## src/rtl/pc_trace_buffer_if.sv

```systemverilog
// Bundle of capture, watchpoint and readback signals between a CPU/debug host and the trace buffer.
// Latency: none, wiring only.
// Backpressure: none; capture is fire-and-forget and reads are single-cycle requests.
// Ports (master = host side drives, slave = trace buffer):
//   fetch/pc/halt/clear/watch_en/watch_pc/rd_en/rd_idx : host -> buffer
//   rd_data/rd_valid/count/wrapped/stopped/watch_hit/fetch_total : buffer -> host
interface pc_trace_buffer_if #(
    parameter int PC_W  = 9,
    parameter int DEPTH = 16
);
    localparam int AW = $clog2(DEPTH);

    logic            fetch;
    logic [PC_W-1:0] pc;
    logic            halt;
    logic            clear;
    logic            watch_en;
    logic [PC_W-1:0] watch_pc;
    logic            rd_en;
    logic [AW-1:0]   rd_idx;
    logic [PC_W-1:0] rd_data;
    logic            rd_valid;
    logic [AW:0]     count;
    logic            wrapped;
    logic            stopped;
    logic            watch_hit;
    logic [15:0]     fetch_total;

    modport master (
        output fetch, pc, halt, clear, watch_en, watch_pc, rd_en, rd_idx,
        input  rd_data, rd_valid, count, wrapped, stopped, watch_hit, fetch_total
    );

    modport slave (
        input  fetch, pc, halt, clear, watch_en, watch_pc, rd_en, rd_idx,
        output rd_data, rd_valid, count, wrapped, stopped, watch_hit, fetch_total
    );
endinterface

```

## src/rtl/pc_trace_buffer.sv

```systemverilog
// Records the PC of every CPU fetch into a DEPTH-entry trace, circular (MODE 0) or one-shot (MODE 1).
// Latency: capture takes effect on the fetch edge; reads return one cycle after rd_en.
// Backpressure: none; fetches arriving while frozen are dropped, reads are always accepted.
// Ports: clk (sole clock), reset_n (async active-low), bus (pc_trace_buffer_if.slave) carrying
//        capture inputs, watchpoint, read request/response and status counters.
module pc_trace_buffer #(
    parameter int PC_W  = 9,
    parameter int DEPTH = 16,
    parameter int MODE  = 0
) (
    input  logic               clk,
    input  logic               reset_n,
    pc_trace_buffer_if.slave   bus
);
    localparam int AW = $clog2(DEPTH);
    localparam logic [AW:0] FULL = (AW+1)'(DEPTH);
    localparam bit ONE_SHOT = (MODE == 1);

    typedef enum logic {RUN = 1'b0, STOP = 1'b1} state_t;

    state_t          state_q, state_d;
    logic [AW-1:0]   wp_q, wp_d;
    logic [AW:0]     count_q, count_d;
    logic            wrapped_q, wrapped_d;
    logic            watch_hit_q, watch_hit_d;
    logic [15:0]     fetch_total_q, fetch_total_d;
    logic            rd_valid_q, rd_valid_d;
    logic [PC_W-1:0] rd_data_q, rd_data_d;

    logic [PC_W-1:0] mem [DEPTH];
    logic            wr_en;
    logic            full;
    logic [AW-1:0]   rd_addr;

    assign full = (count_q == FULL);

    // Capture FSM and status counters.
    always_comb begin
        state_d       = state_q;
        wp_d          = wp_q;
        count_d       = count_q;
        wrapped_d     = wrapped_q;
        watch_hit_d   = watch_hit_q;
        fetch_total_d = fetch_total_q;
        wr_en         = 1'b0;

        if (bus.clear) begin
            // clear beats both a same-cycle fetch and halt
            state_d       = RUN;
            wp_d          = '0;
            count_d       = '0;
            wrapped_d     = 1'b0;
            watch_hit_d   = 1'b0;
            fetch_total_d = '0;
        end else if (state_q == RUN) begin
            // one-shot never writes past full; it should already be in STOP then
            if (bus.fetch && !(ONE_SHOT && full)) begin
                wr_en = 1'b1;
                wp_d  = wp_q + 1'b1;
                if (!full) begin
                    count_d = count_q + 1'b1;
                end else begin
                    wrapped_d = 1'b1;
                end
                if (fetch_total_q != 16'hFFFF) begin
                    fetch_total_d = fetch_total_q + 16'd1;
                end
                if (bus.watch_en && (bus.pc == bus.watch_pc)) begin
                    watch_hit_d = 1'b1;
                end
                // freeze as soon as the last free slot is consumed
                if (ONE_SHOT && (count_q == FULL - 1'b1)) begin
                    state_d = STOP;
                end
            end
            // a fetch in the halt cycle is still recorded above
            if (bus.halt) begin
                state_d = STOP;
            end
        end
    end

    // Logical index 0 is the oldest entry; once full, the oldest sits at wp.
    assign rd_addr = full ? (wp_q + bus.rd_idx) : bus.rd_idx;

    // Reads use pre-write state, so a same-cycle fetch is not visible.
    always_comb begin
        rd_valid_d = bus.rd_en && ({1'b0, bus.rd_idx} < count_q);
        rd_data_d  = rd_valid_d ? mem[rd_addr] : '0;
    end

    always_ff @(posedge clk or negedge reset_n) begin
        if (!reset_n) begin
            state_q       <= RUN;
            wp_q          <= '0;
            count_q       <= '0;
            wrapped_q     <= 1'b0;
            watch_hit_q   <= 1'b0;
            fetch_total_q <= '0;
            rd_valid_q    <= 1'b0;
            rd_data_q     <= '0;
        end else begin
            state_q       <= state_d;
            wp_q          <= wp_d;
            count_q       <= count_d;
            wrapped_q     <= wrapped_d;
            watch_hit_q   <= watch_hit_d;
            fetch_total_q <= fetch_total_d;
            rd_valid_q    <= rd_valid_d;
            rd_data_q     <= rd_data_d;
        end
    end

    // Storage is not reset; entries beyond count are never reported valid.
    always_ff @(posedge clk) begin
        if (wr_en) begin
            mem[wp_q] <= bus.pc;
        end
    end

    assign bus.rd_data     = rd_data_q;
    assign bus.rd_valid    = rd_valid_q;
    assign bus.count       = count_q;
    assign bus.wrapped     = wrapped_q;
    assign bus.stopped     = (state_q == STOP);
    assign bus.watch_hit   = watch_hit_q;
    assign bus.fetch_total = fetch_total_q;
endmodule

```

## src/flat_wrapper.sv

```systemverilog
// flat-port wrapper written by rule: the top's interface ports become plain ports
module pc_trace_buffer_flat 
#(
    parameter int PC_W  = 9,
    parameter int DEPTH = 16,
    parameter int MODE  = 0
)
  (clk, reset_n, bus_fetch, bus_pc, bus_halt, bus_clear, bus_watch_en, bus_watch_pc, bus_rd_en, bus_rd_idx, bus_rd_data, bus_rd_valid, bus_count, bus_wrapped, bus_stopped, bus_watch_hit, bus_fetch_total);
  pc_trace_buffer_if #(.PC_W(PC_W), .DEPTH(DEPTH)) bus_i ();
  input  logic clk;
  input  logic reset_n;
  input wire logic [$bits(bus_i.fetch)-1:0] bus_fetch;
  input wire logic [$bits(bus_i.pc)-1:0] bus_pc;
  input wire logic [$bits(bus_i.halt)-1:0] bus_halt;
  input wire logic [$bits(bus_i.clear)-1:0] bus_clear;
  input wire logic [$bits(bus_i.watch_en)-1:0] bus_watch_en;
  input wire logic [$bits(bus_i.watch_pc)-1:0] bus_watch_pc;
  input wire logic [$bits(bus_i.rd_en)-1:0] bus_rd_en;
  input wire logic [$bits(bus_i.rd_idx)-1:0] bus_rd_idx;
  output wire logic [$bits(bus_i.rd_data)-1:0] bus_rd_data;
  output wire logic [$bits(bus_i.rd_valid)-1:0] bus_rd_valid;
  output wire logic [$bits(bus_i.count)-1:0] bus_count;
  output wire logic [$bits(bus_i.wrapped)-1:0] bus_wrapped;
  output wire logic [$bits(bus_i.stopped)-1:0] bus_stopped;
  output wire logic [$bits(bus_i.watch_hit)-1:0] bus_watch_hit;
  output wire logic [$bits(bus_i.fetch_total)-1:0] bus_fetch_total;
  assign bus_i.fetch = bus_fetch;
  assign bus_i.pc = bus_pc;
  assign bus_i.halt = bus_halt;
  assign bus_i.clear = bus_clear;
  assign bus_i.watch_en = bus_watch_en;
  assign bus_i.watch_pc = bus_watch_pc;
  assign bus_i.rd_en = bus_rd_en;
  assign bus_i.rd_idx = bus_rd_idx;
  assign bus_rd_data = bus_i.rd_data;
  assign bus_rd_valid = bus_i.rd_valid;
  assign bus_count = bus_i.count;
  assign bus_wrapped = bus_i.wrapped;
  assign bus_stopped = bus_i.stopped;
  assign bus_watch_hit = bus_i.watch_hit;
  assign bus_fetch_total = bus_i.fetch_total;
  pc_trace_buffer #(.PC_W(PC_W), .DEPTH(DEPTH), .MODE(MODE)) u_core (.clk(clk), .reset_n(reset_n), .bus(bus_i));
endmodule
```

## config.mk

```make
export PLATFORM = sky130hd
export DESIGN_NAME = pc_trace_buffer_flat
export DESIGN_NICKNAME = d
export VERILOG_FILES = /design/src/rtl/pc_trace_buffer_if.sv /design/src/rtl/pc_trace_buffer.sv /design/src/flat_wrapper.sv
export SDC_FILE = /design/constraint.sdc
export NUM_CORES = 1
export LEC_CHECK = 0
export CELL_PAD_IN_SITES_DETAIL_PLACEMENT = 1
export CELL_PAD_IN_SITES_GLOBAL_PLACEMENT = 2
export CORE_MARGIN = 5
export CORE_UTILIZATION = 35
export DETAILED_ROUTE_END_ITERATION = 10
export DONT_BUFFER_PORTS = 1
export GPL_ROUTABILITY_DRIVEN = 0
export GPL_TIMING_DRIVEN = 0
export PLACE_DENSITY = 0.75
export SKIP_LAST_GASP = 1
export SLEW_MARGIN = 20
export SYNTH_ARGS = -nofsm -noshare
export SYNTH_HDL_FRONTEND = slang
export SYNTH_SLANG_ARGS = --single-unit
```

## constraint.sdc

```tcl
create_clock -name clk -period 2.85 [get_ports clk]
set_input_delay 0.285 -clock clk [delete_from_list [all_inputs] [get_ports clk]]
set_output_delay 0.285 -clock clk [all_outputs]
set_load 0.005 [all_outputs]
```

==> impl_metrics.py, run 1 <==
metrics = {
    "clock_tree": {
        "cts_root_buf": "clkbuf_16",
        "cts_tree": "built",
        "clock_path_buffers": 2,
        "cts_htree_levels": 4,
        "clock_latency_ps": 430,
        "cts.clk_slew.worst_paths_ps": 70,
        "cts_sinks": 182,
        "numCtsBuffers": 17,
    },
    "worst_setup_path": {
        "crit_required_ps": 3160,
        "arrival_ps": 3040,
        "critPathLaunchType": "flip-flop",
        "worst_setup_path_end_kind": "flip-flop",
        "path_max_fanout": 10,
        "worst-setup-path-type": "reg -> reg",
    },
    "sta": {
        "finalSetupTns_ps": 0,
        "worst_pin_slew_ps": 993.7,
        "fin_crit_sh_pct": 95.94,
        "maxSlewViolCount": 0,
        "period_needed_ps": 2734,
        "rsz0062_at_grt": "false",
        "setup_viol": 0,
        "clock-skew-final_ps": 7.188,
        "fmaxAchievable_mhz": 365.7,
        "finalHoldViolCount": 0,
        "slew_headroom_pct": 32.82,
        "hold_ws_ps": 65.47,
    },
    "final_layout": {
        "drive_above_1_share_pct": 9.941,
        "final_cell_mix": "155 x nand2_1, 144 x edfxtp_1, 79 x nand3_1",
        "num_antenna_cells": 0,
        "design_area_sq_um": 8905,
        "layout.nets": 705,
        "area_delta_synth_final_pct": 14.81,
        "final_cells": 954,
        "final.fill_count": 2304,
        "mostFrequentLayoutCell": "nand2_1",
    },
    "synthesis": {
        "yosysTopAreaCell": "edfxtp_1",
        "syn_nets": 671,
        "yosysSeqAreaShare_pct": 68.01,
        "synth_mux_area_share_pct": 0.6130,
        "yosys-top-cells-area": "edfxtp_1 56%, dfrtp_1 12%, nand2_1 7.5%",
        "synth_edf_count": 144,
        "synth_xor_area_share_pct": 3.613,
        "syn_inst": 628,
        "netlist_area_sq_um": 7756,
        "synthAdderAreaFrac_pct": 2.355,
        "synth_compound_area_share_pct": 2.194,
        "synthSimpleGateAreaFrac_pct": 20.45,
        "syn_area_per_cell_sq_um": 12.35,
        "synth-async-reset-ratio_pct": 20.88,
        "yosys_warnings": 0,
        "ys_seq_elements": 182,
        "synth_ff_type": "edfxtp_1",
        "yosysTopAreaCellShare_pct": 55.75,
        "synth_top_family_by_area": "simple AND/OR/NAND/NOR gates",
        "ys_types": 43,
    },
    "worst_hold_path": {
        "hold_class": "in -> reg",
    },
    "placed_design": {
        "dpl_cell_area_sq_um": 8107,
        "portBuffers": 0,
        "place_inst": 908,
        "dp_hpwl_mm": 14.38,
    },
    "routing": {
        "drt-initial-drc-count": 346,
        "wl_per_cell_microns": 23.04,
        "drc": 0,
        "ant_nets": 0,
        "wl_mm": 21.98,
        "vias_per_cell": 5.209,
        "vias": 4969,
        "firstDrtPassIters": 4,
    },
    "global_routing": {
        "track_usage_pct": 17.43,
        "grt.overflow.total": 0,
        "grt_pass1_vias": 5234,
        "grt_pass1_wl_mm": 33.00,
        "antenna_found_initial": 2,
        "grt_start_max_net_pins": 39,
    },
    "floorplanning": {
        "dieArea_sq_um": 25240,
        "fp.dieH_microns": 158.9,
        "row_count": 54,
        "start_util_pct": 35.54,
        "die_w_microns": 158.9,
        "io_pins": 63,
        "core-area_sq_um": 21820,
    },
    "power_and_ir_drop": {
        "ir_drop_mv": 0.3717,
        "p_leak_nw": 3.275,
        "powerDensity_nw_per_um2": 641.2,
    },
    "run": {
        "cap_viol_max_count": 0,
    },
    "outcome": {
        "status": "complete, no violations",
    },
}
[state kept, by name, indices dropped and copies added, names as in the netlist]
signal / cells
u_core.bus.rd_data: 9
u_core.bus.wrapped: 1
u_core.bus.rd_valid: 1
u_core.bus.watch_hit: 1
u_core.wp_q: 4
u_core.bus.stopped: 1
u_core.mem: 144
u_core.bus.count: 5
u_core.bus.fetch_total: 16
[worst max-delay path: stages (launching register included)]
cell	delay (ps)
dfrtp_1	460
ha_1	250
fa_1	410
xnor2_2	270
nor2_1	90
a32o_1	340
buf_2	240
nand3_1	100
nand4_1	140
o22ai_1	300
[kinds of logic after synthesis]
kind of cell             count (synthesis)
flip-flops                             182
AO/OA/AOI/OAI                           24
adder cells (fa/ha/maj)                 14
multiplexers                             3
buffers and inverters                   35
XOR/XNOR                                32
AND/OR/NAND/NOR                        338
[worst paths after layout]
kind / startpoint / end / slack, ps / cells after the start
min reg2reg: u_core.bus.wrapped / u_core.bus.wrapped / 550 / 2
min: bus_watch_en / u_core.bus.watch_hit / 70 / 2
max in group asynchronous: reset_n / u_core.bus.fetch_total[15] / 2330 / 2
max: u_core.wp_q[0] / u_core.bus.rd_data[8] / 120 / 9
max reg2reg: u_core.wp_q[0] / u_core.bus.rd_data[8] / 120 / 9
min in group asynchronous: reset_n / u_core.bus.count[0] / 310 / 2
[report_power, final]
group	switching, mW	leakage [nW]	internal [mW]
Combinational	0.244	1.16	0.117
Sequential	0.0216	1.82	2.89
Clock	1.05	0.294	1.39
Total	1.31	3.28	4.40
[through the flow]
stage	worst slack, ps	power (mW)	util [%]
2_1_floorplan	571.3	3.161	-
3_3_place_gp	-140.1	3.245	37.15
3_5_place_dp	-228.7	3.258	37.15
4_1_cts	6.779	5.755	40.64
5_1_grt	14.00	5.912	40.80
6_report	115.7	5.709	40.80
[routing by layer]
layer  vias to the layer above  track usage [%]  share of wire, %
li1                       2306                -                 -
met1                      2522            24.51                47
met2                       124            26.34                45
met3                        17            5.780               6.6
met4                         0            4.110               1.1
met5                         -                0                 0
[repair_timing]
item	CTS	global route
setup buffers	0	4
resized for setup	5	2
hold buffers	12	0
hold endpoints to repair	183	0
pin swaps	1	2
endpoints found under the setup margin	9	9
[synth_stat cells (2+ instances only)]
cell type  count
nand2_1      156
edfxtp_1     144
nand3_1       79
dfrtp_1       38
nor2_1        32
nand4_1       22
xor2_1        21
and2_1        17
ha_1          13
buf_2         11
xnor2_1       11
buf_6          9
o22ai_1        9
and3_1         7
inv_1          7
a21oi_1        6
and4_1         6
clkbuf_1       5
nor4_1         3
a21o_1         2
buf_1          2
nand2b_1       2
nand3b_1       2
nor2_2         2
nor2b_1        2
nor3_1         2
nor4b_1        2
[layout make-up]
cell class / instances / area, sq um / area share (%)
tap: 280 / 350.3 / 3.934
clock buffer: 17 / 425.4 / 4.777
clock inverter: 14 / 176.4 / 1.981
buffer: 27 / 187.7 / 2.108
inverter: 7 / 26.28 / 0.2951
sequential: 182 / 5275 / 59.24
multi-input combinational: 411 / 2303 / 25.87
timing repair buffer: 16 / 160.2 / 1.799
Power figures use the tool's default switching activity.
==> run 2: changes to the inputs <==
==> constraint.sdc (replaced) <==
create_clock -name clk -period 3.16 [get_ports clk]
set_input_delay 0.79 -clock clk [delete_from_list [all_inputs] [get_ports clk]]
set_output_delay 0.79 -clock clk [all_outputs]
set_load 0.005 [all_outputs]
==> run 2 against run 1 <==
Design area down 2.0%. Utilization down 0.80 points. Global-route usage down 0.95 points. Largest power group unchanged. Largest cell class unchanged. First-iteration DRC count down 4.9%. Register-to-register slack better by 40 ps. Hold slack worse by 22 ps. Clock skew up 0.94 ps. Sequential power down 9.9%. Wire length down 6.1%.
==> impl_metrics.py, run 2 (same netlist as run 1, synthesis figures left out) <==
metrics = {
    "outcome": {
        "status": "complete, no violations",
    },
    "final_layout": {
        "regMostFlops": "u_core.mem",
        "layout.nets": 690,
        "largest_reg_flops": 144,
        "final_cell_mix": "156 x nand2_1, 144 x edfxtp_1, 79 x nand3_1",
        "num_antenna_cells": 0,
        "mostFrequentLayoutCell": "nand2_1",
        "drive_above_1_share_pct": 8.953,
        "design_area_sq_um": 8730,
        "area_delta_synth_final_pct": 12.55,
        "final_cells": 939,
    },
    "clock_tree": {
        "cts_resized": 0,
        "cts_root_buf": "clkbuf_16",
        "cts_hold_buffers": 0,
        "clock_latency_ps": 440,
        "postCtsSetupBuffers": 0,
        "cts.clk_slew.worst_paths_ps": 70,
        "cts_htree_levels": 4,
        "cts_tree": "built",
        "numCtsBuffers": 17,
        "cts_sinks": 182,
        "clock_path_buffers": 2,
    },
    "power_and_ir_drop": {
        "ir_drop_mv": 0.3388,
        "power_mw": 5.081,
        "p_leak_nw": 3.194,
        "powerDensity_nw_per_um2": 582.0,
    },
    "routing": {
        "wl_met2_mm": 9.368,
        "drt-initial-drc-count": 329,
        "ant_nets": 0,
        "wl_mm": 20.64,
        "top_layer": "met4",
        "wl_per_cell_microns": 21.98,
        "vias_per_cell": 5.180,
        "met1_length_mm": 9.341,
        "vias": 4864,
        "drc": 0,
        "wl_met3_mm": 1.678,
        "firstDrtPassIters": 4,
    },
    "sta": {
        "period_needed_ps": 3001,
        "fmaxAchievable_mhz": 333.2,
        "setup_viol": 0,
        "rsz0062_at_grt": "false",
        "maxSlewViolCount": 0,
        "worst_pin_slew_ps": 910.8,
        "worst_slack_ps": 158.8,
        "hold_ws_ps": 43.45,
        "clock-skew-final_ps": 8.126,
        "finalHoldViolCount": 0,
        "fin_crit_sh_pct": 94.97,
        "slew_headroom_pct": 38.72,
    },
    "worst_setup_path": {
        "arrival_ps": 3280,
        "worst_path_max_delay_cell": "dfrtp_1",
        "max_stage_delay_ps": 460,
        "crit_required_ps": 3440,
        "critPathTopFamily": "adder cells",
        "worst-setup-path-type": "reg -> reg",
        "worst_setup_path_end_kind": "flip-flop",
        "crit_chain": "ha_1 -> fa_1 -> xnor2_1 -> nand2_1 -> o32ai_4 -> buf_2 -> nand3_1 -> nand4_1 -> o22ai_1",
        "critPathBufInv": 1,
        "critPathLaunchType": "flip-flop",
        "path_max_fanout": 10,
    },
    "floorplanning": {
        "io_pins": 63,
        "dieArea_sq_um": 25240,
        "row_count": 54,
        "start_util_pct": 35.54,
        "fp.dieH_microns": 158.9,
        "die_w_microns": 158.9,
        "core-area_sq_um": 21820,
    },
    "placed_design": {
        "dp_hpwl_mm": 14.38,
        "portBuffers": 0,
        "pre_cts_slack_ps": -220.0,
        "dpl_cell_area_sq_um": 8107,
        "place_inst": 908,
    },
    "global_routing": {
        "grt.overflow.total": 0,
        "antenna_found_initial": 0,
        "grt_pass1_vias": 5166,
        "grt_start_max_net_pins": 39,
        "grt_pass1_wl_mm": 31.60,
        "track_usage_pct": 16.48,
    },
    "worst_hold_path": {
        "hold_class": "in -> async",
    },
    "run": {
        "cap_viol_max_count": 0,
    },
}
## run 2: cell types whose count changed in the layout (fill, tap and decap cells not counted)
| cell | change |
|---|---|
| buf_1 | +1 |
| buf_12 | -1 |
| buf_2 | +1 |
| buf_4 | -5 |
| dlygate4sd3_1 | -11 |
| nand2_1 | +1 |
| nand2_2 | -1 |
| o22ai_1 | +1 |
| o22ai_2 | -1 |
| xnor2_1 | +1 |
| xnor2_2 | -1 |
## run 2: per-layer routing
layer | global-route usage (%) | vias to the layer above
met3 | 5.832 | 18
met1 | 22.69 | 2437
met5 | 0 | -
li1 | - | 2282
met2 | 25.12 | 127
met4 | 3.994 | 0
## run 2: final timing paths
kind	startpoint	to	slack, ps	cells after the start
max	u_core.wp_q[0]	u_core.bus.rd_data[0]	160	9
min	reset_n	u_core.bus.fetch_total[5]	40	0
max reg2reg	u_core.wp_q[0]	u_core.bus.rd_data[0]	160	9
min reg2reg	u_core.bus.wrapped	u_core.bus.wrapped	550	2
max in group asynchronous	reset_n	u_core.bus.fetch_total[15]	3030	0
min in group clk	bus_pc[6]	u_core.mem[1][6]	440	0
## run 2: metrics by stage
step	TNS [ps]	util, %
CTS	0	39.90
detailed placement	-1657	37.15
floorplan	0	-
global route	0	40.00
global placement	-801.4	37.15
finish	0	40.00
## run 2: area by class of cell
class                      instances  area [sq um]
multi-input combinational        411          2287
inverter                           7         26.28
tap                              280         350.3
sequential                       182          5275
buffer                            28         188.9
clock inverter                    14         176.4
clock buffer                      17         425.4
fill                            2314         13090
## run 2: power breakdown
group | internal (mW) | leakage [nW] | total [mW] | switching, mW
clock | 1.25 | 0.294 | 2.19 | 0.944
sequential | 2.61 | 1.82 | 2.63 | 0.0195
combinational | 0.0886 | 1.08 | 0.258 | 0.169
total | 3.95 | 3.19 | 5.08 | 1.13
## run 2: worst reg2reg max path: cells and delay by family (launching register included)
| kind | cells | cell delay, ps |
|---|---|---|
| and+or+nand+nor | 3 | 520 |
| AOI/OAI and AO/OA | 2 | 480 |
| adders and majority gates | 2 | 630 |
| xor gates and xnor gates | 1 | 410 |
| buffers and inverters | 1 | 340 |
| DFF | 1 | 460 |
==> run 3: changes to the inputs <==
--- a/config.mk
+++ b/config.mk
@@ -9,6 +9,7 @@
 export CELL_PAD_IN_SITES_GLOBAL_PLACEMENT = 2
 export CORE_MARGIN = 5
 export CORE_UTILIZATION = 35
+export CTS_CLUSTER_DIAMETER = 100
 export DETAILED_ROUTE_END_ITERATION = 10
 export DONT_BUFFER_PORTS = 1
 export GPL_ROUTABILITY_DRIVEN = 0
==> results of run 3 <==
Same layout as run 2: the final DEF is identical, and so are final timing and power.
==> patch 1: new RTL, config.mk and constraints of run 3 <==
`MODE` is set to 0 in 2 places; all go to 1. Comments in the files are not updated.
--- a/src/rtl/pc_trace_buffer.sv
+++ b/src/rtl/pc_trace_buffer.sv
@@ -7,5 +7,5 @@
     parameter int PC_W  = 9,
     parameter int DEPTH = 16,
-    parameter int MODE  = 0
+    parameter int MODE  = 1
 ) (
     input  logic               clk,
--- a/src/flat_wrapper.sv
+++ b/src/flat_wrapper.sv
@@ -4,5 +4,5 @@
     parameter int PC_W  = 9,
     parameter int DEPTH = 16,
-    parameter int MODE  = 0
+    parameter int MODE  = 1
 )
   (clk, reset_n, bus_fetch, bus_pc, bus_halt, bus_clear, bus_watch_en, bus_watch_pc, bus_rd_en, bus_rd_idx, bus_rd_data, bus_rd_valid, bus_count, bus_wrapped, bus_stopped, bus_watch_hit, bus_fetch_total);
Behaviour: same outputs for any inputs over 4 cycles, from zero or initial values and one cycle with reset_n low; that may be too few to reach the edited logic, so the function may still have changed.
==> patch 1 against run 3 <==
  * Synthesized area is 0.39% lower
  * Non-clock buffer count is the same
  * Sequential share of layout area is 0.44 points higher
  * Combinational power increased by 76%
  * Global-route usage increased by 0.73 points
  * Sequential cell count stayed put
  * Total power up 0.22%
  * Wire length rose by 0.13%
  * Critical path depth unchanged
  * Via count rose by 1.3%
  * Final area down 0.72%
  * Worst setup slack improved by 0.028 ns
==> patch 1: results (changes against run 3) <==
| Metric | Value |
|---|---|
| Status | `finished clean` |
| Overall Global Routing Usage | `0.172 (+0.00726)` |
| Post-Layout Cell Count | `946 (+0.75%)` |
| R2R Path Start | `u_core.bus.count[0]$_DFFE_PN0P_` |
| First-pass GRT wire length | `31,800 µm (+0.74%)` |
| Synth async-reset ratio | `0.209 (unchanged)` |
| Met2 wire len | `10,900 µm (+16%)` |
| Pre-CTS WS | `-0.383 ns (-0.163 ns)` |
| Drt wl/cell | `21.8 µm (-0.61%)` |
| Met1 global-route usage | `0.215 (-0.0122)` |
| WL met3 | `913 µm (-46%)` |
| Worst IR Drop VDD | `369 µV (+9.0%)` |
| Synthesis Warnings | `0 (unchanged)` |
| Synth cell count leaders | `nand2_1, edfxtp_1, nand3_1` |
| Post-synth EDFFs | `144 (unchanged)` |
| Post-DP HPWL | `14,500 µm (+0.97%)` |
| Share of layout cells above drive strength 1 | `0.0856 (-0.00394)` |
| Critical path endpoint | `u_core.mem[8][1]$_DFFE_PP_` |
| GRT met2 Usage | `0.304 (+0.0531)` |
| Final nets | `697 (+1.0%)` |
| CP top delay family | `simple AND/OR/NAND/NOR gates` |
| Initial DRC Count | `287 (-13%)` |
| Drt via density | `5.21 (+0.53%)` |
| Leakage | `3.08 nW (-3.4%)` |
| Worst setup margin | `0.187 ns (+0.0283 ns)` |
| Cell Area, Placed | `8100 µm² (-0.12%)` |
| Max incr delay on CP | `0.73 ns (+0.27 ns)` |
| Sequential share of the synthesized area | `0.683 (+0.00264)` |
| Post-synthesis cell count | `634 (+0.96%)` |
| Ranking of synthesized cells by area | `edfxtp_1, dfrtp_1, nand2_1` |
| Synth cell types | `42 (-2.3%)` |
| Vias in the first global route | `5,265 (+1.9%)` |
| Met1 WL | `8550 µm (-8.5%)` |
| Post-synth net total | `678 (+1.0%)` |
| Rel. slew slack | `0.392 (+0.00464)` |
| Placed cells | `914 (+0.66%)` |
| Initial antenna violation count | `1 (+1)` |
==> patch 1: how the worst min path moves through the flow <==
stage / start / end / slack, ns / cells past startpoint
floorplan: reset_n / u_core.bus.count[0]$_DFFE_PN0P_ / 0.49 / 0
global placement: reset_n / u_core.bus.fetch_total[7]$_DFFE_PN0P_ / 0.50 / 0
detailed placement: reset_n / u_core.bus.fetch_total[4]$_DFFE_PN0P_ / 0.50 / 0
CTS: reset_n / u_core.bus.fetch_total[7]$_DFFE_PN0P_ / 0.03 / 0
global route: reset_n / u_core.bus.fetch_total[7]$_DFFE_PN0P_ / 0.03 / 0
finish: reset_n / u_core.bus.fetch_total[7]$_DFFE_PN0P_ / 0.05 / 0
==> patch 1: area by class of cell <==
cell class | count | area [µm²]
Fill cell | 2363 | 13100
Sequential cell | 182 | 5280
Multi-Input combinational cell | 415 | 2280
Clock buffer | 24 | 483
Tap cell | 280 | 350
Buffer | 28 | 178
Clock inverter | 8 | 65.1
Inverter | 9 | 33.8
==> patch 1: repair_timing <==
action,4_1_cts,5_1_grt
setup buffers,0,0
pin swaps,0,0
endpoints found under the setup margin,5,43
resized for setup,2,2
==> patch 1: report_power, final <==
group / switching (mW) / total, mW / internal, mW / leakage [nW]
registers: 0.0262 / 2.65 / 2.62 / 1.82
clock network: 0.907 / 1.99 / 1.09 / 0.259
logic: 0.303 / 0.453 / 0.150 / 1.01
total: 1.24 / 5.09 / 3.86 / 3.08
==> patch 1: cell families (layout without fill, tap and decap cells) <==
family | Yosys count | count (layout) | share of synthesized area
simple gates | 340 | 340 | 0.199
flops | 182 | 182 | 0.683
buf+inv | 37 | 69 | 0.0272
xor+xnor | 32 | 32 | 0.0363
compound gates | 26 | 26 | 0.0253
fa+ha+maj | 15 | 15 | 0.0253
mux | 2 | 2 | 0.00437
==> patch 2: new RTL, flow settings as in run 3 <==
Made on the original files. Reset style: synchronous (`reset_n`), changed in one clocked block. Comments in the files are not updated.
--- a/src/rtl/pc_trace_buffer.sv
+++ b/src/rtl/pc_trace_buffer.sv
@@ -90,5 +90,5 @@
     end
 
-    always_ff @(posedge clk or negedge reset_n) begin
+    always_ff @(posedge clk) begin
         if (!reset_n) begin
             state_q       <= RUN;
Check against the original RTL: differs if reset_n is asserted again (counterexample within 4 cycles, from zero or initial values and one cycle with reset_n low); with reset_n held inactive, the same outputs for 4 cycles.
==> patch 2 against run 3 <==
  * Sequential share of layout area down 0.79 points
  * Clock power down 3%
  * Highest routed layer unchanged
  * Critical path depth down 2
  * First-iteration DRC count up 14%
  * Worst setup slack better by 0.11 ns
  * Final area down 2.3%
  * Critical endpoint is now u_core.bus.rd_data[5]$_SDFF_PN0_
  * Wire length up 1.2%
  * Total power down 2.4%
  * Critical path type unchanged
  * Largest cell class unchanged
  * Core utilization up 0.31 points
  * Sequential cell count unchanged
  * Clock skew up 0.0038 ns
  * Synthesized area down 2.6%
==> patch 2: results (changes against run 3) <==
| Metric | Value |
|---|---|
| Reg2reg end | `u_core.bus.rd_data[5]$_SDFF_PN0_` |
| Worst setup path start | `u_core.wp_q[0]$_SDFFE_PP0P_` |
| Cell taking the most area after synthesis | `edfxtp_1` |
| FF-to-FF path depth | `7 (-2)` |
| Clock Tree Root | `clkbuf_16` |
| Ranking of synthesized cells by area | `edfxtp_1, dfxtp_1, nand2_1` |
| Largest Register | `u_core.mem` |
| Synth cell types | `46 (+7.0%)` |
| Synthesis Warnings | `0 (unchanged)` |
| Synth async-reset ratio | `0 (-0.209)` |
| Final WL | `20,900 µm (+1.2%)` |
| Clock Tree Buf Depth | `2 (unchanged)` |
| Vias in the first global route | `5,270 (+2.0%)` |
| Critical Path End Type | `flop` |
| Leakage | `2.87 nW (-10%)` |
| Drt pass-1 iters | `5 (+1)` |
| CTS clk-pin slew, worst paths | `about 0.08 ns` |
| Compound-Gate Fraction of Synth Area | `0.0267 (+0.00473)` |
| HP Start | `bus_pc[2]` |
| Worst hold endpoint | `u_core.mem[9][2]$_DFFE_PP_` |
| Max reg flops | `144 (unchanged)` |
| IO Port Bufs | `0 (unchanged)` |
| Post-synth net total | `681 (+1.5%)` |
| Initial DRC Count | `375 (+14%)` |
| Max incr delay on CP | `0.58 ns (+0.12 ns)` |
| Setup bufs post-CTS | `0 (unchanged)` |
| CP Max Fanout | `10 (unchanged)` |
| Drt via density | `5.28 (+1.9%)` |
| Largest net degree at the start of global routing | `21 (-46%)` |
| CP max stage cell | `o31ai_4` |
| Final nets | `700 (+1.4%)` |
| Synth cell count leaders | `nand2_1, edfxtp_1, nand3_1` |
| Post-Synth Adder-Cell Area | `0.0242 (+0.000628)` |
| Number of antenna diodes | `0 (unchanged)` |
| Overall Global Routing Usage | `0.175 (+0.0104)` |
| Post_cts resized | `1 (+1)` |
| Hold Crit Class | `in -> reg` |
| Worst Clk Skew | `0.0120 ns (+0.00383 ns)` |
| Post-DP HPWL | `14,400 µm (+0.35%)` |
| XOR/XNOR Fraction of Synth Area | `0.0348 (-0.00136)` |
| H-tree depth | `4 (unchanged)` |
| Main combinational cell family by area after synthesis | `simple AND/OR/NAND/NOR gates` |
| Worst IR Drop VDD | `342 µV (+0.89%)` |
| Status | `finished clean` |
| First-pass GRT wire length | `31,700 µm (+0.20%)` |
| R2r setup slk | `0.27 ns (+0.11 ns)` |
| Initial antenna violation count | `0 (unchanged)` |
| Post-synthesis mux area share | `0.00762 (+0.00149)` |
| CTS Buf Count | `17 (unchanged)` |
| Sequential share of the synthesized area | `0.673 (-0.00704)` |
| Hold Path Stages | `0` |
| Share of layout cells above drive strength 1 | `0.0985 (+0.00898)` |
| Data arrival, critical path | `3.17 ns (-0.11 ns)` |
| Clk_lat worst skew | `0.44 ns (about the same)` |
| Fill cells | `2,260 (-2.3%)` |
| Post-synth EDFFs | `144 (unchanged)` |
| Rel. slew slack | `0.239 (-0.148)` |
-- patch 2: cell types whose count changed after synthesis, sizes merged, moves of 3 or more --
cell,run 3,this run
and2,17,1
and3,7,1
dfxtp,0,38
nor2,34,51
xnor2,11,16
or3,0,3
nand2,156,161
xor2,21,14
inv,7,11
dfrtp,38,0
-- patch 2: layout make-up --
type	instances	area share
multi-input cells	418	0.266
clock buffers	17	0.0499
well taps	275	0.0404
inverters	11	0.00484
flip-flops and latches	182	0.596
clock inverters	15	0.0205
plain buffers	27	0.0217
-- patch 2: layer usage --
layer  share of wire  GRT usage  routed length [µm]
met5               0          0                   0
met4           0.013     0.0426                 273
met3           0.059     0.0476                1220
met2            0.51      0.306               10700
met1            0.42      0.216                8680
-- patch 2: through the flow --
step	hold WS (ns)	area [µm²]	std cells	setup WS, ns
floorplan	0.460	7550	638	0.450
global placement	0.504	7900	913	-0.324
detailed placement	0.512	7900	913	-0.394
CTS	0.427	8510	945	0.0571
global route	0.413	8530	945	0.0573
finish	0.439	8530	945	0.271
-- patch 2: worst max-delay path, delay by kind of cell (launching register included) --
family | cells | cell delay (ns)
fa+ha+maj | 2 | 0.78
simple gates | 2 | 0.36
flops | 1 | 0.46
buf+inv | 1 | 0.36
compound gates | 2 | 0.76
-- patch 2: cells by family (layout without fill, tap and decap cells) --
group / count (synthesis) / count (layout)
and+or+nand+nor: 342 / 342
DFF: 182 / 182
buffers and inverters: 38 / 70
xor gates and xnor gates: 30 / 30
AOI/OAI and AO/OA: 28 / 28
adders and majority gates: 14 / 14
muxes: 4 / 4
-- patch 2: power breakdown --
group          leakage [nW]  switching (mW)  internal (mW)  total [mW]
clock                 0.289            1.05           1.07        2.13
sequential             1.60         0.00979           2.59        2.60
combinational         0.982           0.156         0.0764       0.232
